<file path="config.mk">
export PLATFORM = sky130hd
export DESIGN_NAME = mole_round_ctrl
export DESIGN_NICKNAME = d
export VERILOG_FILES = /design/src/rtl/mole_round_ctrl.sv
export SDC_FILE = /design/constraint.sdc
export NUM_CORES = 1
export LEC_CHECK = 0
export BUFFER_PORTS_ARGS = -buffer_cell sky130_fd_sc_hd__buf_2
export CORE_ASPECT_RATIO = 1.1
export CORE_MARGIN = 4
export CORE_UTILIZATION = 35
export CTS_BUF_LIST = sky130_fd_sc_hd__clkbuf_16
export CTS_CLUSTER_DIAMETER = 120
export DETAILED_ROUTE_END_ITERATION = 6
export GPL_TIMING_DRIVEN = 0
export MAX_ROUTING_LAYER = met4
export PLACE_DENSITY = 0.6
export SYNTH_ARGS = -nofsm -noshare
export SYNTH_HDL_FRONTEND = slang
export SYNTH_SLANG_ARGS = --single-unit
</file>
<file path="constraint.sdc">
create_clock -name clk -period 3.3 [get_ports clk]
set_clock_uncertainty 0.05 [all_clocks]
set_input_delay 0.495 -clock clk [delete_from_list [all_inputs] [get_ports clk]]
set_output_delay 0.495 -clock clk [all_outputs]
set_load 0.1 [all_outputs]
</file>
<file path="src/rtl/mole_round_ctrl.sv">
// mole_round_ctrl: whack-a-mole game sequencer. Spawns an LFSR-derived mole mask each round,
//   collects hits during a timed window, then strobes the frozen mask/hits pair to the scorer.
// Latency: start -> SPAWN next cycle, first WINDOW cycle after that; a full-timeout round
//   strobes round_done WINDOW_CYCLES+2 cycles after start. No backpressure: the scorer must
//   sample on round_done, and start pulses are ignored while busy.
// Ports:
//   clk, reset         rising-edge clock, synchronous active-low reset
//   start              single-cycle game start (honoured in IDLE and GAMEOVER only)
//   hit_btn            player button levels, one bit per mole
//   led_moles          registered active-mole mask (zero outside SPAWN..SCORE)
//   hit_reg            registered hits captured in the current round
//   round_done         one-cycle strobe, led_moles/hit_reg are final in this cycle
//   round_cnt          rounds completed in the current game
//   busy / game_over   game in progress / game finished
module mole_round_ctrl #(
   parameter int unsigned N_MOLES       = 18,
   parameter int unsigned WINDOW_CYCLES = 1000,
   parameter int unsigned GAP_CYCLES    = 250,
   parameter int unsigned ROUNDS        = 30,
   parameter logic [17:0] SEED          = 18'h00001
) (
   input  logic               clk,
   input  logic               reset,
   input  logic               start,
   input  logic [N_MOLES-1:0] hit_btn,
   output logic [N_MOLES-1:0] led_moles,
   output logic [N_MOLES-1:0] hit_reg,
   output logic               round_done,
   output logic [5:0]         round_cnt,
   output logic               busy,
   output logic               game_over
);

   localparam int unsigned WIN_W = (WINDOW_CYCLES > 1) ? $clog2(WINDOW_CYCLES) : 1;
   localparam int unsigned GAP_W = (GAP_CYCLES > 1) ? $clog2(GAP_CYCLES) : 1;
   localparam logic [WIN_W-1:0] WIN_LAST = WIN_W'(WINDOW_CYCLES - 1);
   localparam logic [GAP_W-1:0] GAP_LAST = GAP_W'(GAP_CYCLES - 1);
   localparam logic [5:0]       ROUNDS_C = 6'(ROUNDS);

   typedef enum logic [2:0] {
      S_IDLE, S_SPAWN, S_WINDOW, S_SCORE, S_GAP, S_OVER
   } state_t;

   state_t             state_q, state_d;
   logic [17:0]        lfsr_q, lfsr_d;
   logic [N_MOLES-1:0] led_q, led_d;
   logic [N_MOLES-1:0] hit_q, hit_d;
   logic [WIN_W-1:0]   win_q, win_d;
   logic [GAP_W-1:0]   gap_q, gap_d;
   logic [5:0]         cnt_q, cnt_d;

   logic [17:0]        lfsr_nxt;
   logic [17:0]        mask_raw;
   logic [17:0]        mask18;
   logic [N_MOLES-1:0] hit_acc;
   logic               win_end;
   logic               gap_end;

   // Mask pairs each LFSR bit with the bit 9 places away so roughly a quarter of the
   // moles light; an all-dark pattern would make the round unwinnable, so fall back to mole 0.
   assign lfsr_nxt = {lfsr_q[16:0], lfsr_q[17] ^ lfsr_q[10]};
   assign mask_raw = lfsr_nxt & {lfsr_nxt[8:0], lfsr_nxt[17:9]};
   assign mask18   = (mask_raw == 18'd0) ? 18'd1 : mask_raw;

   // Hits this cycle are folded in before the all-hit test, so the capturing edge
   // and the early exit happen together.
   assign hit_acc = hit_q | (hit_btn & led_q);
   assign win_end = (hit_acc == led_q) || (win_q == WIN_LAST);
   assign gap_end = (gap_q == GAP_LAST);

   // State register
   always_ff @(posedge clk) begin
      if (!reset) begin
         state_q <= S_IDLE;
      end else begin
         state_q <= state_d;
      end
   end

   // Next-state logic
   always_comb begin
      state_d = state_q;
      case (state_q)
         S_IDLE:   if (start) state_d = S_SPAWN;
         S_SPAWN:  state_d = S_WINDOW;
         S_WINDOW: if (win_end) state_d = S_SCORE;
         S_SCORE:  state_d = S_GAP;
         S_GAP:    if (gap_end) state_d = (cnt_q == ROUNDS_C) ? S_OVER : S_SPAWN;
         S_OVER:   if (start) state_d = S_SPAWN;
         default:  state_d = S_IDLE;
      endcase
   end

   // Output logic
   always_comb begin
      round_done = 1'b0;
      busy       = 1'b0;
      game_over  = 1'b0;
      case (state_q)
         S_SPAWN, S_WINDOW, S_GAP: busy = 1'b1;
         S_SCORE: begin
            busy       = 1'b1;
            round_done = 1'b1;
         end
         S_OVER:  game_over = 1'b1;
         default: ;
      endcase
   end

   // Datapath next-state
   always_comb begin
      lfsr_d = lfsr_q;
      led_d  = led_q;
      hit_d  = hit_q;
      win_d  = win_q;
      gap_d  = gap_q;
      cnt_d  = cnt_q;
      case (state_q)
         S_SPAWN: begin
            lfsr_d = lfsr_nxt;
            led_d  = N_MOLES'(mask18);
            hit_d  = '0;
            win_d  = '0;
         end
         S_WINDOW: begin
            hit_d = hit_acc;
            win_d = win_q + 1'b1;
         end
         S_SCORE: begin
            // led/hit stay frozen through this cycle; they go dark for the gap
            cnt_d = cnt_q + 6'd1;
            led_d = '0;
            hit_d = '0;
            gap_d = '0;
         end
         S_GAP: gap_d = gap_q + 1'b1;
         // Restart keeps the LFSR running so consecutive games differ
         S_OVER: if (start) cnt_d = 6'd0;
         default: ;
      endcase
   end

   always_ff @(posedge clk) begin
      if (!reset) begin
         lfsr_q <= SEED;
         led_q  <= '0;
         hit_q  <= '0;
         win_q  <= '0;
         gap_q  <= '0;
         cnt_q  <= '0;
      end else begin
         lfsr_q <= lfsr_d;
         led_q  <= led_d;
         hit_q  <= hit_d;
         win_q  <= win_d;
         gap_q  <= gap_d;
         cnt_q  <= cnt_d;
      end
   end

   assign led_moles = led_q;
   assign hit_reg   = hit_q;
   assign round_cnt = cnt_q;

endmodule

</file>
# After elaboration in Yosys (flattened, before gate mapping)

Index checks and enable logic that the tools add are counted.
W data, S select, Z words.

Bits in registers: 81
Latch bits: 0
RAM bits: 0
Bits in read-only memories: 0
Output and inout bits: 45
Logic and storage cells: 55
Memories kept: 0

Add/sub/neg operators: 3
Multiply operators: 0
Div/mod/pow operators: 0
$lt $le $gt $ge: 0
Equal/unequal tests: 13
Shift operators: 0
Multiplexer cells: 15
Bitwise logic cells: 4
Reduce and logical (&&, ||, !) cells: 13

Operators with widths:

| kind                    | number |
|---|---|
| $pmux W18 S2            | 2 |
| $and A18 B18 Y18        | 2 |
| $pmux W10 S2            | 1 |
| $eq A18 B18 Y1          | 1 |
| $logic_not A18 Y1       | 1 |
| $mux W18                | 1 |
| $or A18 B18 Y18         | 1 |
| $pmux W8 S2             | 1 |
| $pmux W3 S5             | 1 |
| $mux W3                 | 4 |
| $pmux W6 S2             | 1 |
| $add A10 B1 Y10 const B | 1 |
| $eq A10 B10 Y1 const B  | 1 |
| $reduce_bool A2 Y1      | 5 |
| $add A8 B1 Y8 const B   | 1 |
| $eq A8 B8 Y1 const B    | 1 |
| $add A6 B1 Y6 const B   | 1 |
| $eq A3 B2 Y1 const B    | 2 |
| $eq A3 B3 Y1 const B    | 2 |
| $eq A6 B5 Y1 const B    | 1 |
| $mux W6                 | 1 |
| $ne A2 B2 Y1 const B    | 3 |
| $reduce_or A2 Y1        | 2 |
| $reduce_or A4 Y1        | 1 |
| 8 further kinds         | 10 |

# Longest topological paths before layout

Depth after elaboration: 6
Gate-level depth with buffers: 8
Mapped depth without buffers: 7

# Worst setup path after synthesis

No wires, ideal clock.

Kind: reg-to-output
From: register state_q[0]
To: output busy
Arrival: 2,200 ps
Setup slack: 555 ps
Cell stages (with the launch flop): 4
Path buffers: 1
Cell sequence: dfxtp_1 > buf_2 > nor2_1 > xnor2_1

Longest elaborated chain between the ends: 3
Elaborated cells between the ends (all ways): 6
Classes of those cells: 4 x eq/ne; 1 x mux; 1 x reduce/logical

Ends and longest elaborated chain:

| what                                       | line | source |
|---|---|---|
| start: declaration                         | 44   | `state_t state_q, state_d;` |
| start signal: assignment                   | 76   | `state_q <= state_d;` |
| $eq A3 B2 Y1, or another cell as far along | 99   | `case (state_q)` |
| $reduce_or A4 Y1 (no line) *               | -    |  |
| $mux W1 *                                  | 99   |  |
| end: declaration                           | 30   | `output logic busy,` |

Mark *: on every way between the ends. The rest lies on a longest branch, timed or not.

# Worst setup path in the final report

From: register state_q[1]
To: output round_done

Longest elaborated chain between the ends: 2

Ends and longest elaborated chain:

| what             | line | source |
|---|---|---|
| $eq A3 B2 Y1     | 99   |  |
| $mux W1          | 99   |  |
| end: declaration | 28   | `output logic round_done,` |

No other way between the ends.

==> impl_metrics.yaml <==
cts:
  cts_tree: "built"
  clockBufferDepth: 2
  htree_levels: 3
  cts_made_buffers: 9
  cts_resized: 0
  post_cts_buffers: 0
  cts_root_buf: "clkbuf_16"
  clkSlewWorstSetupHoldPaths_ns: 0.06
  cts.sinks: 73
  worst_skew_pair.late_latency_ns: 0.32
  hold_buffers: 0
critical_path:
  cp_max_fo: 10
  cp-end-kind: "primary output"
  cpPeakStageDelay_ns: 0.45
  crit_path_cell_trace: "buf_2 > nor2b_1 > nand2_1 > inv_1 > buf_2"
  cp_slowest_cell: "buf_2"
  critical_path_class: "reg -> out"
  path_common_cell: "buf_2"
  cp-start-kind: "flop"
  cp_data_arrival_time_ns: 1.77
  crit_required_ns: 2.75
timing:
  rsz0062_at_grt: "false"
  fin_tns_setup_ns: 0
  tightest_slew_ns: 0.566
  slew_headroom_pct: 62.3
  finalHoldViolations: 0
  drv_slew: 0
  fin_crit_ns: 2.31
  setup_viol: 0
  fmax_ghz: 0.432
  min_period_over_period_pct: 70.1
global_routing:
  gr-total-overflow: 0
  antenna_found_initial: 0
  grt_pass1_vias: 2918
  grt_max_degree: 13
  grt_use_total_pct: 15.9
  grt_pass1_wl_um: 14200
floorplan:
  dieArea_um2: 11400
  die_w_um: 102
  io_pins: 66
  die_y_um: 112
  initial_core_util_pct: 36.2
  rows: 37
  coreArea_um2: 9440
routing:
  postRouteWirelength_um: 8620
  dr.pass1.iters: 5
  wl_per_cell_um: 14.4
  viasPerCell: 5.20
  ant_nets: 0
  vias: 3121
  drcViolationCount: 0
  drt_iter0_drc: 139
power:
  pwr-share-comb_pct: 8.6
  clockPowerShare_pct: 50.1
  intPower_uw: 1680
  cellPowerDensity_nw_per_um2: 517
  sw_frac_of_total_pct: 23.1
  seq_power_share_pct: 41.3
  ir_drop_v: 0.000202
  static-leakage-power_uw: 0.00168
  p_switching_uw: 503
synthesis:
  synthDistinctLibCells: 52
  syn_inst: 404
  synth_edf_count: 0
  ys_ff_latch: 73
  yosysWarnings: 0
  synth_ff_type: "dfxtp_1"
  async_reset_ff_share_pct: 0
  syn_area_per_cell_um2: 8.45
  synth_area_um2: 3410
  syn-num-nets: 430
  yosysSeqAreaShare_pct: 42.8
finish:
  drive_above_1_share_pct: 20.5
  final_cells: 600
  fillCellCount: 949
  antenna_cells: 0
  final_cell_mix: "dfxtp_1, buf_2, nand2_1"
  syn2layout_area_growth_pct: 23.4
  layout.nets: 505
  mostFrequentLayoutCell: "dfxtp_1"
place:
  dpl.hpwl_um: 6330
  dp_cells: 585
  port_buffers: 64
  routabilityCongestion: 0.841
hold_path:
  hold_path_class: "in -> reg"
flow_run:
  maxCapViolCount: 0
status:
  run_status: "finished clean"
-- cell families (layout without fill, tap and decap cells) --
kind of cell | Yosys count | count (layout) | synth area share [%]
muxes | 3 | 3 | 0.879
adders and majority gates | 5 | 5 | 1.83
and+or+nand+nor | 180 | 180 | 27.0
DFF | 73 | 73 | 42.8
buffers and inverters | 38 | 117 | 5.31
AOI/OAI and AO/OA | 99 | 99 | 20.7
xor gates and xnor gates | 6 | 6 | 1.54
-- power by group through the flow --
stage | clock network, uW | logic [uW] | registers, uW
after CTS | 1110 | 190 | 900
after floorplan | 0 | 120 | 930
final | 1090 | 188 | 900
after global placement | 0 | 189 | 918
after detailed placement | 0 | 189 | 919
after global routing | 1150 | 207 | 901
-- critical path: cells and delay by family, from the launching register on --
family                 cells  cell delay [ns]
buffers and inverters      3             0.80
and+or+nand+nor            2             0.32
DFF                        1             0.32
-- cell usage after synthesis, types with 2 or more instances --
cell type  number  area share (%)
nand3b_1        2            0.44
or3b_1          2            0.51
nor2b_1        34             6.2
or3_1           3            0.55
o21ai_0        14             2.1
buf_2           7             1.0
and3_1          4            0.73
a21oi_1        15             2.2
mux2i_1         3            0.88
a32oi_1        18             4.6
buf_4           8             1.8
nand4_1         9             1.6
a222oi_1        2            0.59
xor2_1          5             1.3
nand2_1        62             6.8
o211a_1         2            0.59
a22oi_1         2            0.44
clkbuf_1       13             1.4
o221a_2         2            0.66
nand2b_1        2            0.37
dfxtp_1        73              43
inv_1           7            0.77
ha_1            5             1.8
and2_1          8             1.5
o21bai_1        2            0.44
nor3_1         12             1.8
nor2_1         24             2.6
a21boi_0       21             4.6
nand3_1         7             1.0
o32ai_1         2            0.51
buf_1           3            0.33
o22ai_1         8             1.5
nor3b_2         2            0.73
o211ai_1        3            0.66
-- metrics by stage --
stage / area (um2) / util [%] / hold slack [ns] / power [uW] / setup slack [ns]
after floorplan: 3410 / - / 0.404 / 1050 / 0.555
after global placement: 3880 / 41.1 / 0.416 / 1110 / 1.33
after detailed placement: 3880 / 41.1 / 0.425 / 1110 / 1.33
after CTS: 4210 / 44.6 / 0.410 / 2200 / 0.963
after global routing: 4210 / 44.6 / 0.424 / 2260 / 0.852
final: 4210 / 44.6 / 0.429 / 2180 / 0.987
-- worst paths after layout --
check	start	to	slack, ns	cells past startpoint
worst max-delay path	state_q[1]	round_done	0.99	5
worst max register to register	state_q[2]	lfsr_q[4]	1.38	7
worst min register to register	lfsr_q[14]	lfsr_q[15]	0.43	2
worst min-delay path	hit_btn[14]	hit_reg[14]	0.43	3
-- cell type report --
type	instances	area [um2]	area share (%)
repair buffers	64	320	7.60
well taps	117	146	3.47
flip-flops and latches	73	1460	34.7
inverters	7	26.3	0.624
clock buffers	9	225	5.34
plain buffers	31	155	3.68
clock inverters	6	108	2.55
multi-input cells	293	1770	42.0
-- metal layers --
layer	GRT usage [%]	share of wire [%]	up-vias
met5	-	0	-
met3	2.32	5.5	2
met1	20.8	47	1467
met4	6.65	0.63	0
li1	-	-	1581
met2	24.4	47	71
(Power assumes the default switching activity.)
